**src/rtl/amo_ctrl_pkg.sv**
```systemverilog
// Shared AMO definitions: ALU control codes, AMO funct5 encodings, FSM states.
package amo_ctrl_pkg;

  localparam int ALU_CTRL_WIDTH = 4;

  localparam logic [ALU_CTRL_WIDTH-1:0] ALU_CTRL_ADD_ADDI = 4'd0;
  localparam logic [ALU_CTRL_WIDTH-1:0] ALU_CTRL_LUI      = 4'd1;
  localparam logic [ALU_CTRL_WIDTH-1:0] ALU_CTRL_XOR_XORI = 4'd2;
  localparam logic [ALU_CTRL_WIDTH-1:0] ALU_CTRL_AND_ANDI = 4'd3;
  localparam logic [ALU_CTRL_WIDTH-1:0] ALU_CTRL_OR_ORI   = 4'd4;
  localparam logic [ALU_CTRL_WIDTH-1:0] ALU_CTRL_MIN      = 4'd5;
  localparam logic [ALU_CTRL_WIDTH-1:0] ALU_CTRL_MAX      = 4'd6;
  localparam logic [ALU_CTRL_WIDTH-1:0] ALU_CTRL_MINU     = 4'd7;
  localparam logic [ALU_CTRL_WIDTH-1:0] ALU_CTRL_MAXU     = 4'd8;

  localparam logic [4:0] AMO_ADD  = 5'b00000;
  localparam logic [4:0] AMO_SWAP = 5'b00001;
  localparam logic [4:0] AMO_LR   = 5'b00010;
  localparam logic [4:0] AMO_SC   = 5'b00011;
  localparam logic [4:0] AMO_XOR  = 5'b00100;
  localparam logic [4:0] AMO_OR   = 5'b01000;
  localparam logic [4:0] AMO_AND  = 5'b01100;
  localparam logic [4:0] AMO_MIN  = 5'b10000;
  localparam logic [4:0] AMO_MAX  = 5'b10100;
  localparam logic [4:0] AMO_MINU = 5'b11000;
  localparam logic [4:0] AMO_MAXU = 5'b11100;

  typedef enum logic [2:0] {
    ST_IDLE,
    ST_RD,
    ST_CALC,
    ST_WR,
    ST_FIN
  } amo_state_t;

endpackage

```
**src/rtl/amo_ctrl_decode.sv**
```systemverilog
// AMO funct5 decoder: selects the ALU operation and flags unsupported encodings.
module amo_decode
  import amo_ctrl_pkg::*;
(
  input  logic [4:0]                funct5,
  output logic [ALU_CTRL_WIDTH-1:0] alu_ctrl,
  output logic                      legal
);

  // Map funct5 to ALU control; LR/SC and anything unknown are illegal.
  always_comb begin
    alu_ctrl = ALU_CTRL_ADD_ADDI;
    legal    = 1'b1;
    case (funct5)
      AMO_SWAP: alu_ctrl = ALU_CTRL_LUI;
      AMO_ADD:  alu_ctrl = ALU_CTRL_ADD_ADDI;
      AMO_XOR:  alu_ctrl = ALU_CTRL_XOR_XORI;
      AMO_AND:  alu_ctrl = ALU_CTRL_AND_ANDI;
      AMO_OR:   alu_ctrl = ALU_CTRL_OR_ORI;
      AMO_MIN:  alu_ctrl = ALU_CTRL_MIN;
      AMO_MAX:  alu_ctrl = ALU_CTRL_MAX;
      AMO_MINU: alu_ctrl = ALU_CTRL_MINU;
      AMO_MAXU: alu_ctrl = ALU_CTRL_MAXU;
      default:  legal    = 1'b0;
    endcase
  end

endmodule

```
**src/rtl/amo_ctrl.sv**
```systemverilog
// AMO controller: read-modify-write of one aligned word through a shared ALU.
module amo_ctrl
  import amo_ctrl_pkg::*;
#(
  parameter bit CHECK_ALIGN = 1'b1
) (
  input  logic                      clk,
  input  logic                      resetn,
  input  logic                      start,
  input  logic [4:0]                funct5,
  input  logic [31:0]               addr,
  input  logic [31:0]               rs2,
  output logic                      busy,
  output logic                      done,
  output logic                      illegal,
  output logic [31:0]               rd_data,
  output logic                      mem_valid,
  output logic                      mem_wr,
  output logic [31:0]               mem_addr,
  output logic [31:0]               mem_wdata,
  output logic [3:0]                mem_wstrb,
  input  logic [31:0]               mem_rdata,
  input  logic                      mem_ready,
  output logic [31:0]               alu_a,
  output logic [31:0]               alu_b,
  output logic [ALU_CTRL_WIDTH-1:0] alu_ctrl,
  input  logic [31:0]               alu_result
);

  amo_state_t                state, state_nxt;
  logic [31:0]               addr_q, rs2_q, wdata_q;
  logic [ALU_CTRL_WIDTH-1:0] ctrl_q, dec_ctrl;
  logic                      illegal_q, dec_legal, req_ok, accept;

  amo_decode u_decode (
    .funct5   (funct5),
    .alu_ctrl (dec_ctrl),
    .legal    (dec_legal)
  );

  assign req_ok = dec_legal && !(CHECK_ALIGN && (addr[1:0] != 2'b00));
  assign accept = (state == ST_IDLE) && start;

  // State register.
  always_ff @(posedge clk or negedge resetn) begin
    if (!resetn) state <= ST_IDLE;
    else         state <= state_nxt;
  end

  // Next state and state-decoded outputs; memory outputs depend only on state
  // and latched registers, so they hold steady across ready stalls.
  always_comb begin
    state_nxt = state;
    busy      = 1'b1;
    done      = 1'b0;
    illegal   = 1'b0;
    mem_valid = 1'b0;
    mem_wr    = 1'b0;
    mem_wstrb = 4'b0000;
    case (state)
      ST_IDLE: begin
        busy = 1'b0;
        if (start) state_nxt = req_ok ? ST_RD : ST_FIN;
      end
      ST_RD: begin
        mem_valid = 1'b1;
        if (mem_ready) state_nxt = ST_CALC;
      end
      ST_CALC: state_nxt = ST_WR;
      ST_WR: begin
        mem_valid = 1'b1;
        mem_wr    = 1'b1;
        mem_wstrb = 4'b1111;
        if (mem_ready) state_nxt = ST_FIN;
      end
      ST_FIN: begin
        done      = 1'b1;
        illegal   = illegal_q;
        state_nxt = ST_IDLE;
      end
      default: state_nxt = ST_IDLE;
    endcase
  end

  // Request latches, read capture and ALU result capture.
  always_ff @(posedge clk or negedge resetn) begin
    if (!resetn) begin
      addr_q    <= '0;
      rs2_q     <= '0;
      ctrl_q    <= '0;
      illegal_q <= 1'b0;
      rd_data   <= '0;
      wdata_q   <= '0;
    end else begin
      if (accept) begin
        addr_q    <= addr;
        rs2_q     <= rs2;
        ctrl_q    <= dec_ctrl;
        illegal_q <= !req_ok;
      end
      if (state == ST_RD && mem_ready) rd_data <= mem_rdata;
      if (state == ST_CALC)            wdata_q <= alu_result;
    end
  end

  assign mem_addr  = addr_q;
  assign mem_wdata = wdata_q;
  assign alu_a     = rd_data;
  assign alu_b     = rs2_q;
  assign alu_ctrl  = ctrl_q;

endmodule

```
**config.mk**
```make
export PLATFORM = sky130hd
export DESIGN_NAME = amo_ctrl
export DESIGN_NICKNAME = d
export VERILOG_FILES = /design/src/rtl/amo_ctrl_pkg.sv /design/src/rtl/amo_ctrl_decode.sv /design/src/rtl/amo_ctrl.sv
export SDC_FILE = /design/constraint.sdc
export NUM_CORES = 1
export LEC_CHECK = 0
export BUFFER_PORTS_ARGS = -buffer_cell sky130_fd_sc_hd__buf_2
export CELL_PAD_IN_SITES_DETAIL_PLACEMENT = 1
export CELL_PAD_IN_SITES_GLOBAL_PLACEMENT = 2
export CORE_MARGIN = 2
export CORE_UTILIZATION = 25
export CTS_CLUSTER_DIAMETER = 50
export DETAILED_ROUTE_END_ITERATION = 16
export GPL_ROUTABILITY_DRIVEN = 1
export HOLD_SLACK_MARGIN = 0.02
export PLACE_DENSITY_LB_ADDON = 0.1
export RECOVER_POWER = 25
export SKIP_CTS_REPAIR_TIMING = 1
export SLEW_MARGIN = 20
export SYNTH_ARGS = -nofsm -noshare
export SYNTH_HDL_FRONTEND = slang
export SYNTH_SLANG_ARGS = --single-unit
```
**constraint.sdc**
```tcl
create_clock -name clk -period 1.9 [get_ports clk]
set_input_delay 0.38 -clock clk [delete_from_list [all_inputs] [get_ports clk]]
set_output_delay 0.38 -clock clk [all_outputs]
set_load 0.01 [all_outputs]
```
# Word-level counts from Yosys, hierarchy flattened
# Index checks and enable logic that the tools add are counted.
[totals] register_bits=136 wordCells=46 output_inout_bits=173
[op_classes] eq_ne=15 n_reduce_logical=11 mux=13
[ops] operator="one-hot mux 4 bit (8 select lines)" count=1
[ops] operator="== test 5 bit (second input constant)" count=4
[ops] operator="two-way mux 3 bit" count=4
[ops] operator="one-hot mux 3 bit (4 select lines)" count=1
[ops] operator="== test 5 x 4 -> 1 bit (second input constant)" count=2
[ops] operator="OR reduction 9 bit" count=1
[ops] operator="== test 3 x 2 -> 1 bit (second input constant)" count=2
[ops] operator="two-way mux 1 bit" count=6
[ops] operator="!= test 2 bit (second input constant)" count=3
[ops] operator="== test 5 x 1 -> 1 bit (second input constant)" count=1
[ops] operator="== test 5 x 3 -> 1 bit (second input constant)" count=1
[ops] operator="logical NOT 5 bit" count=1
[ops] operator="two-way mux 4 bit" count=1
[ops] operator="== test 3 x 1 -> 1 bit (second input constant)" count=1
[ops] operator="== test 3 bit (second input constant)" count=1
[ops] operator="logical AND 1 bit" count=3
[ops] operator="logical NOT 3 bit" count=1
[ops] operator="AND reduction 3 bit" count=1
[ops] operator="logical NOT 1 bit" count=2
[ops] operator="nonzero test 2 bit" count=1
[ops] operator="OR reduction 2 bit" count=1

# Longest topological paths before layout
# Gate-level depths: netlist (run 1).
[logic_depth] depth_word=7 mapped_depth=7 mapped_depth_nobuf=3

# Cells and area by module
# A second synthesis (run 1) with hierarchy kept.
[unflattened] cells_unflattened=350 area_unflattened_um2=5731.7
[by_module_without_submodules] mod="amo_ctrl" instances=1 area_each_um2=5635.4 cells_each=337
[by_module_without_submodules] mod="amo_decode" instances=1 area_each_um2=96.3 cells_each=13

# Least setup slack after synthesis (run 1)
# Ideal clock, no wire load.
[synth_path] path_type="flip-flop to flip-flop" start="register state[2]" end="register addr_q[12], in the netlist mem_addr[12]" path_buffers=4 slack_ns=0.223 arrival_ns=1.561 synth_period_minus_slack_ns=1.677 t_required_ns=1.783 stages_incl_launch_ff=8 cell_sequence="dfrtp_1 buf_6 or4b_1 buf_2 buf_2 buf_2 nand2_1 nand2_1"
[synth_between] elab_chain_cells=2
[synth_lines] element="from (decl)" line="amo_ctrl.sv:30" source="amo_state_t state, state_nxt;"
[synth_lines] element="from (signal assigned)" line="amo_ctrl.sv:47" source="else state <= state_nxt;"
[synth_lines] element="logical NOT 3 bit" line="amo_ctrl.sv:42" source="assign accept = (state == ST_IDLE) && start;"
[synth_lines] element="logical AND 1 bit" line="amo_ctrl.sv:42"
[synth_lines] element="to (signal assigned)" line="amo_ctrl.sv:96" source="addr_q <= addr;"
[synth_lines] element="to (decl)" line="amo_ctrl.sv:31" source="logic [31:0] addr_q, rs2_q, wdata_q;"
# Every way passes these cells.
# A chain may end at the register's enable or synchronous reset.

# Worst setup path in the final report (run 1)
[layout_path] start="register state[2]" end="output port busy"
[layout_between] elab_chain_cells=2
[layout_lines] element="logical NOT 3 bit" line="amo_ctrl.sv:60" source="case (state)"
[layout_lines] element="two-way mux 1 bit" line="amo_ctrl.sv:60"
[layout_lines] element="to (decl)" line="amo_ctrl.sv:13" source="output logic busy,"
# Every way passes these cells.

==> results.sh, run 1 <==
export IMPL_synth_area_leaders="dfrtp_1 62%, nand2_1 14%, mux2_2 13%, buf_4 4.9%, buf_2 1.2%"
export IMPL_final_setup_viol_count=0
export IMPL_num_rows=54
export IMPL_gr_total_overflow=0
export IMPL_synth_top_area_share_pct=62.1
export IMPL_rrSetupSlack_ns=0.09
export IMPL_finish_net_count=916
export IMPL_leakage_uw=0.00422
export IMPL_arrival_ns=1.45
export IMPL_numPortBuffers=309
export IMPL_synthesis_area_mm2=0.00548
export IMPL_die_x_um=152
export IMPL_num_vias=4473
export IMPL_crit_path_start_kind="flop"
export IMPL_fp_dieH_um=152
export IMPL_totalWireLength_um=16600
export IMPL_synth_seq_cells=136
export IMPL_crit_required_ns=1.52
export IMPL_grt_pass1_vias=4691
export IMPL_dp_cells=1035
export IMPL_ir_drop_mv=0.575
export IMPL_syn_avg_cell_area_um2=11.2
export IMPL_grt_pass1_wl_um=26500
export IMPL_cp_max_fo=6
export IMPL_yosys_area_top_type="dfrtp_1"
export IMPL_clk_pin_slew_ns=0.06
export IMPL_end_kind="output pin"
export IMPL_cts_buffers=17
export IMPL_p_per_area_mw_per_mm2=1780
export IMPL_die_area_mm2=0.0231
export IMPL_start_util_pct=25.3
export IMPL_drt_iter0_markers=104
export IMPL_antenna_found_initial=5
export IMPL_yosysUniqueCellTypes=32
export IMPL_drtAntennaViolNets=0
export IMPL_final_cells=1074
export IMPL_drt_pass1_iter_count=4
export IMPL_reg2reg_depth=4
export IMPL_period_needed_ns=1.83
export IMPL_status="completed"
export IMPL_dpl_cell_area_mm2=0.00719
export IMPL_worstMarginPinSlew_ns=0.858
export IMPL_insertion_delay_ns=0.42
export IMPL_reg2reg_from="state[2]$_DFFE_PN0P_"
export IMPL_drv_slew=0
export IMPL_min_to="mem_addr[14]$_DFFE_PN0P_"
export IMPL_ys_seq_area_share_pct=62.1
export IMPL_htree_num_levels=4
export IMPL_finalClockSkew_ns=0.00877
export IMPL_drt_wirelength_per_cell_um=15.5
export IMPL_grt_max_degree=43
export IMPL_viasPerCell=4.16
export IMPL_clock_sinks=136
export IMPL_place_congestion=0.765
export IMPL_crit_reg2reg_capture="alu_b[7]$_DFFE_PN0P_"
export IMPL_pin_count=310
export IMPL_yosysWarnings=0
export IMPL_syn2layout_area_growth_pct=42.9
export IMPL_cts_tree="done"
export IMPL_rsz0062_at_grt="no"
export IMPL_hpwl_um=12600
export IMPL_maxCapViolCount=0
export IMPL_cts_root_buf="clkbuf_16"
export IMPL_route_detailed_drc=0
export IMPL_slew_headroom_pct=42.8
export IMPL_final_layout_size_suffix_gt1_share_pct=53.9
export IMPL_synth_nets=628
export IMPL_hold_path_depth=3
export IMPL_grt_usage_pct=14.6
export IMPL_design_area_mm2=0.00783
export IMPL_hold_class="in2reg"
export IMPL_post_route_period_util_pct=96.4
export IMPL_clockBufferDepth=2
export IMPL_fp_coreArea_mm2=0.0217
export IMPL_fmax_mhz=546
export IMPL_hp_start="addr[14]"
export IMPL_netlist_instances=491
export IMPL_hold_violations=0
export IMPL_crit_type="reg2out"
-- cells in the final DEF, fill, tap and decap left out, types with 2 or more instances in the layout --
master	Yosys	layout
clkinv_4	0	4
clkbuf_16	0	17
buf_6	1	3
clkinvlp_4	0	3
buf_4	36	10
clkbuf_1	9	2
or3_4	1	2
dfrtp_1	136	136
nor2_1	5	5
mux2_2	61	61
a21oi_1	2	2
inv_1	2	2
o21ai_1	3	3
mux2_1	3	3
nand2_1	198	198
inv_6	0	3
diode_2	0	2
buf_12	0	5
buf_2	13	307
clkbuf_2	0	2
-- per-layer routing --
metal  wire length [um]  share of wire (%)  up-vias  global-route usage (%)
met1               6400                 38     2151                    16.3
li1                   -                  -     2123                       -
met3               1430                8.6       16                    6.05
met4                237                1.4        2                    4.98
met5                 13              0.078        -                       0
met2               8560                 51      181                    25.2
-- synth_stat cells, drive strengths merged --
| cell type | count |
|---|---|
| o31a | 1 |
| xor2 | 1 |
| nor4 | 1 |
| o32ai | 1 |
| nor3b | 2 |
| or4b | 1 |
| a21oi | 2 |
| nand3 | 1 |
| xnor2 | 1 |
| inv | 2 |
| o21ai | 4 |
| buf | 50 |
| clkbuf | 9 |
| nor4b | 2 |
| and2 | 2 |
| mux2 | 64 |
| nor2b | 1 |
| nor3 | 2 |
| nand2 | 198 |
| nor2 | 5 |
| dfrtp | 136 |
| nor4bb | 1 |
| a221o | 1 |
| or3 | 2 |
| a221oi | 1 |
-- registers in the layout, summed over array words and instances (netlist names) --
name and count:
alu_a 32, alu_b 32, alu_ctrl 4, illegal_q 1, mem_addr 32, mem_wdata 32
state 3
-- worst max-delay path, stage by stage, from the launching register on --
cell	delay [ns]
dfrtp_1	0.39
buf_6	0.14
or3_4	0.38
buf_6	0.13
-- power breakdown --
part           switching, uW  leakage, uW  internal [uW]
logic                   3080      0.00229           2640
clock network           1320     0.000268           1850
registers                767      0.00166           4320
-- logic make-up (layout without fill, tap and decap cells) --
group	count (synthesis)	in the layout	synth area share, %
AO/OA/AOI/OAI	10	10	1.21
AND/OR/NAND/NOR	218	218	16.1
buffers and inverters	61	362	7.08
XOR/XNOR	2	2	0.320
other	0	2	0
flip-flops	136	136	62.1
multiplexers	64	64	13.2
-- through the flow --
step | setup TNS, ns | power [uW] | hold slack [ns] | utilization (%) | setup slack (ns)
2_1_floorplan | 0 | 8530 | 0.0844 | - | 0.223
3_3_place_gp | 0 | 10700 | 0.278 | 33.1 | 0.117
3_5_place_dp | 0 | 10900 | 0.284 | 33.1 | 0.0681
4_1_cts | -0.889 | 14200 | -0.168 | 35.8 | -0.161
5_1_grt | 0 | 15100 | 0.135 | 36.1 | 0.00450
6_report | 0 | 14000 | 0.149 | 36.1 | 0.0689
-- layout make-up --
cell class	instances	area [um2]
diodes	2	5.00
clock buffers	20	447
clock inverters	12	119
fillers	2535	13900
inverters	2	7.51
multi-input cells	294	1730
flip-flops and latches	136	3400
well taps	280	350
repair buffers	328	1770
-- worst max-delay path by stage --
stage | start | to | slack [ns] | depth (start not counted)
floorplan | state[2]$_DFFE_PN0P_ | mem_addr[12]$_DFFE_PN0P_ | 0.22 | 7
global placement | start | mem_addr[19]$_DFFE_PN0P_ | 0.12 | 5
detailed placement | start | alu_b[7]$_DFFE_PN0P_ | 0.07 | 5
CTS | state[2]$_DFFE_PN0P_ | mem_wstrb[1] | -0.16 | 4
global route | state[0]$_DFFE_PN0P_ | mem_wstrb[3] | 0.004 | 4
finish | state[2]$_DFFE_PN0P_ | busy | 0.07 | 3
No activity file was read; power rests on OpenSTA's default activity.
==> inputs of run 2 (changes only) <==
clock period = 2.1 ns   (was 1.9 ns; I/O delays follow)
==> results.sh, run 2 (synthesis gave the netlist of run 1 again) <==
export IMPL_final_cells=1066
export IMPL_cts_root_buf="clkbuf_16"
export IMPL_die_x_um=152
export IMPL_total_power_uw=12900
export IMPL_hold_class="in2reg"
export IMPL_fmax_mhz=509
export IMPL_final_common_cell="buf_2"
export IMPL_syn2layout_area_growth_pct=42.3
export IMPL_antenna_found_initial=2
export IMPL_hpwl_um=12700
export IMPL_final_setup_viol_count=0
export IMPL_crit_type="reg2out"
export IMPL_grt_max_degree=69
export IMPL_rsz0062_at_grt="no"
export IMPL_clk_pin_slew_ns=0.06
export IMPL_cp_max_fo=9
export IMPL_layout_common_cells="308 x buf_2, 198 x nand2_1, 136 x dfrtp_1"
export IMPL_status="completed"
export IMPL_drv_slew=0
export IMPL_drt_iter0_markers=184
export IMPL_totalWireLength_um=17000
export IMPL_viasPerCell=4.21
export IMPL_finish_net_count=910
export IMPL_p_per_area_mw_per_mm2=1650
export IMPL_start_util_pct=25.3
export IMPL_place_congestion=0.753
export IMPL_pin_count=310
export IMPL_grt_pass1_vias=4828
export IMPL_numPortBuffers=309
export IMPL_gr_total_overflow=0
export IMPL_num_rows=54
export IMPL_drt_pass1_iter_count=4
export IMPL_leakage_uw=0.00421
export IMPL_end_kind="output pin"
export IMPL_ir_drop_mv=0.547
export IMPL_dp_cells=1033
export IMPL_regArea_mm2=0.00340
export IMPL_arrival_ns=1.54
export IMPL_slew_headroom_pct=19.5
export IMPL_period_needed_ns=1.96
export IMPL_crit_required_ns=1.68
export IMPL_drtAntennaViolNets=0
export IMPL_final_layout_size_suffix_gt1_share_pct=53.4
export IMPL_post_route_period_util_pct=93.5
export IMPL_finalClockSkew_ns=0.0219
export IMPL_hold_violations=0
export IMPL_drt_wirelength_per_cell_um=15.9
export IMPL_grt_pass1_wl_um=27100
export IMPL_grt_usage_pct=14.9
export IMPL_maxCapViolCount=0
export IMPL_clockBufferDepth=2
export IMPL_route_detailed_drc=0
export IMPL_cts_tree="done"
export IMPL_fillers=2509
export IMPL_fp_coreArea_mm2=0.0217
export IMPL_htree_num_levels=4
export IMPL_cts_buffers=17
export IMPL_multiInputGateArea_mm2=0.00172
export IMPL_die_area_mm2=0.0231
export IMPL_num_vias=4492
export IMPL_fp_dieH_um=152
export IMPL_crit_path_start_kind="flop"
export IMPL_clock_sinks=136
export IMPL_antenna_cells=0
export IMPL_insertion_delay_ns=0.43
export IMPL_worstMarginPinSlew_ns=1.21
export IMPL_finish_utilization_pct=35.9
[run 2: cell count changes in the layout (fill, tap and decap cells not counted), sizes merged, moves of 2 or more]
cell / before / now
diode: 2 / 0
clkbuf: 22 / 20
buf: 325 / 320
bufinv: 1 / 4
clkinvlp: 3 / 1
[run 2: path summary, 6_finish.rpt]
check | start | to | slack, ns | cells after the start
worst min register to register | alu_b[2]$_DFFE_PN0P_ | alu_b[2]$_DFFE_PN0P_ | 0.47 | 2
max in group asynchronous | resetn | mem_wdata[22]$_DFFE_PN0P_ | 0.34 | 3
min in group asynchronous | resetn | mem_wdata[3]$_DFFE_PN0P_ | 0.81 | 2
worst min-delay path | addr[15] | mem_addr[15]$_DFFE_PN0P_ | 0.18 | 3
worst max-delay path | state[2]$_DFFE_PN0P_ | mem_wstrb[2] | 0.14 | 4
worst max register to register | state[0]$_DFFE_PN0P_ | alu_ctrl[0]$_DFFE_PN0P_ | 0.33 | 4
[run 2: where the power goes]
group | switching (uW) | total [uW] | internal (uW)
clock | 1200 | 3210 | 2010
sequential | 686 | 4590 | 3900
combinational | 2800 | 5090 | 2290
[run 2: metal layers]
metal  GRT usage, %  wire length (um)  vias to the layer above
met5              0                25                        -
met4           5.43               326                        4
met3           6.39              1410                       22
met2           25.7              8640                      184
met1           16.4              6550                     2172
li1               -                 -                     2110
[run 2: per-stage QoR]
step                      setup slack [ns]  hold slack [ns]  setup TNS, ns  instance area (um2)
after floorplan                      0.423            0.124              0                 5480
after global placement               0.294            0.390              0                 7170
after detailed placement             0.266            0.400              0                 7170
after CTS                          -0.0726          -0.0611         -0.347                 7800
after global routing                0.0324            0.166              0                 7800
final                                0.137            0.177              0                 7800
[run 2: area by class of cell]
type	count	share of cell area (%)
Clock buffer	19	5.55
Inverter	2	0.0963
Multi-Input combinational cell	294	22.0
Sequential cell	136	43.7
Timing Repair Buffer	322	21.7
Clock inverter	13	2.49
Tap cell	280	4.49
[run 2: critical path: stages, from the launching register on]
cell and delay, ns:
dfrtp_1 0.37, buf_4 0.18, nor2b_2 0.17, and2_2 0.24
buf_2 0.16
==> inputs of run 3 (changes only) <==
CORE_UTILIZATION = 28   (was 25)
SYNTH_HIERARCHICAL = 1   (was unset)
==> results.sh, run 3 <==
export IMPL_crit_required_ns=1.68
export IMPL_p_per_area_mw_per_mm2=1660
export IMPL_post_place_ws_ns=0.00681
export IMPL_min_to="alu_a[20]$_DFFE_PN0P_"
export IMPL_die_area_mm2=0.0216
export IMPL_hold_class="in2reg"
export IMPL_clk_pin_slew_ns=0.06
export IMPL_hpwl_um=11900
export IMPL_synth_most_common_cell="dfrtp_1"
export IMPL_fp_coreArea_mm2=0.0202
export IMPL_crit_type="reg2out"
export IMPL_syn2layout_area_growth_pct=39.8
export IMPL_drv_slew=0
export IMPL_grt_use_met3_pct=5.37
export IMPL_grt_pass1_wl_um=24200
export IMPL_yosysWarnings=6
export IMPL_drt_iter0_markers=89
export IMPL_die_x_um=147
export IMPL_startpoint="state[2]$_DFFE_PN0P_"
export IMPL_top_usage_layer="met2"
export IMPL_leakage_uw=0.00399
export IMPL_cts_buffers=17
export IMPL_final_setup_viol_count=0
export IMPL_cts_root_buf="clkbuf_16"
export IMPL_hold_violations=0
export IMPL_htree_num_levels=4
export IMPL_final_layout_size_suffix_gt1_share_pct=75.7
export IMPL_start_util_pct=28.4
export IMPL_grt_max_degree=56
export IMPL_yosysUniqueCellTypes=31
export IMPL_drtAntennaViolNets=0
export IMPL_synthesis_area_mm2=0.00573
export IMPL_synth_top_area_share_pct=59.4
export IMPL_yosys_area_top_type="dfrtp_1"
export IMPL_numPortBuffers=309
export IMPL_finalClockSkew_ns=0.00838
export IMPL_synth_seq_cells=136
export IMPL_post_route_period_util_pct=93.9
export IMPL_netlist_instances=350
export IMPL_yosys_area_share_simple_pct=2.97
export IMPL_synthMuxAreaShare_pct=29.3
export IMPL_slew_headroom_pct=11.3
export IMPL_cp_max_fo=7
export IMPL_route_detailed_drc=0
export IMPL_grt_usage_pct=14.7
export IMPL_cts_tree="done"
export IMPL_async_flop_share_pct=100
export IMPL_crit_path_start_kind="flop"
export IMPL_num_vias=3928
export IMPL_drt_wirelength_per_cell_um=17.1
export IMPL_finish_net_count=778
export IMPL_fp_dieH_um=147
export IMPL_tns_ns=0
export IMPL_gr_total_overflow=0
export IMPL_drt_pass1_iter_count=4
export IMPL_ir_drop_mv=0.562
export IMPL_reg2reg_from="state[1]$_DFFE_PN0P_"
export IMPL_antenna_found_initial=2
export IMPL_hp_start="mem_rdata[20]"
export IMPL_maxCapViolCount=0
export IMPL_setup_slack_ns=0.129
export IMPL_synth_edff_count=0
export IMPL_synth_nets=487
export IMPL_status="completed"
export IMPL_insertion_delay_ns=0.41
export IMPL_viasPerCell=4.25
export IMPL_clockBufferDepth=2
export IMPL_totalWireLength_um=15800
export IMPL_layout_common_cells="309 x buf_2, 136 x dfrtp_1, 83 x mux2_2"
export IMPL_ys_seq_area_share_pct=59.4
export IMPL_arrival_ns=1.55
export IMPL_rrSetupSlack_ns=0.33
export IMPL_synth_top_family_by_area="multiplexers"
export IMPL_pin_count=310
export IMPL_synthTopCellsByCount="136 x dfrtp_1, 83 x mux2_2, 49 x mux2_4"
export IMPL_synth_compound_area_share_pct=1.22
export IMPL_synth_area_leaders="dfrtp_1 59%, mux2_2 16%, mux2_4 13%, buf_4 5.1%, buf_6 1.6%"
export IMPL_synth_fa_ha_area_share_pct=0
export IMPL_crit_reg2reg_capture="mem_addr[17]$_DFFE_PN0P_"
export IMPL_place_congestion=0.776
export IMPL_grtUsageMet2_pct=24.3
export IMPL_clock_sinks=136
export IMPL_end_kind="output pin"
export IMPL_synth_ff_type="dfrtp_1"
export IMPL_period_needed_ns=1.97
export IMPL_use_met1_pct=17.5
export IMPL_synthXorXnorAreaFrac_pct=0
export IMPL_rsz0062_at_grt="no"
export IMPL_fmax_mhz=507
export IMPL_num_rows=52
export IMPL_final_common_cell="buf_2"
export IMPL_syn_avg_cell_area_um2=16.4
export IMPL_hold_path_depth=2
export IMPL_worstMarginPinSlew_ns=1.33
export IMPL_fillers=2227
export IMPL_reg2reg_depth=4
export IMPL_grt_pass1_vias=4166
run 3: cells by family (layout without fill, tap and decap cells):
group,count (synthesis),count (layout)
compound gates,9,9
simple gates,20,20
other cells,0,1
mux,133,133
flops,136,136
buf+inv,52,356
run 3: layer usage:
metal,wire length (um),part of all wire (%),vias up
met4,267,1.7,2
met5,16,0.10,-
met2,7820,50,183
met3,1300,8.2,16
met1,6370,40,1941
li1,-,-,1786
run 3: how the worst max path moves through the flow:
| stage | to | slack (ns) | depth (start not counted) |
|---|---|---|---|
| finish | busy | 0.13 | 3 |
| global route | state[2]$_DFFE_PN0P_ | 0.03 | 3 |
| CTS | mem_wstrb[2] | 0.03 | 3 |
| detailed placement | illegal_q$_DFFE_PN0P_ | 0.007 | 5 |
| global placement | illegal_q$_DFFE_PN0P_ | 0.03 | 5 |
| floorplan | illegal_q$_DFFE_PN0P_ | 0.22 | 4 |
run 3: worst max-delay path, cell delays in order (launching register included):
cell and delay (ns):
dfrtp_1 0.49, buf_4 0.20, or3_1 0.29, buf_2 0.16
run 3: layout make-up:
type | count | area, um2 | area share, %
tap | 270 | 338 | 4.22
clock inverter | 14 | 149 | 1.86
multi-input combinational | 162 | 1940 | 24.3
sequential | 136 | 3400 | 42.5
antenna | 1 | 2.50 | 0.0312
timing repair buffer | 324 | 1740 | 21.8
clock buffer | 18 | 429 | 5.36
run 3: metrics by stage:
stage               instances  util, %  total power (uW)  instance area, um2  hold WS [ns]
finish                    925     39.7             13300                8010         0.231
floorplan                 350        -              8460                5730         0.124
detailed placement        891     36.9             10600                7440         0.440
CTS                       923     39.8             13600                8020       -0.0128
global placement          891     36.9             10400                7440         0.440
global route              925     39.7             14200                8010         0.210
run 3: power by group:
group          internal [uW]  leakage [uW]  switching [uW]
registers               3970       0.00161             782
logic                   3080       0.00210            2560
clock network           1750      0.000273            1190
total                   8800       0.00399            4530
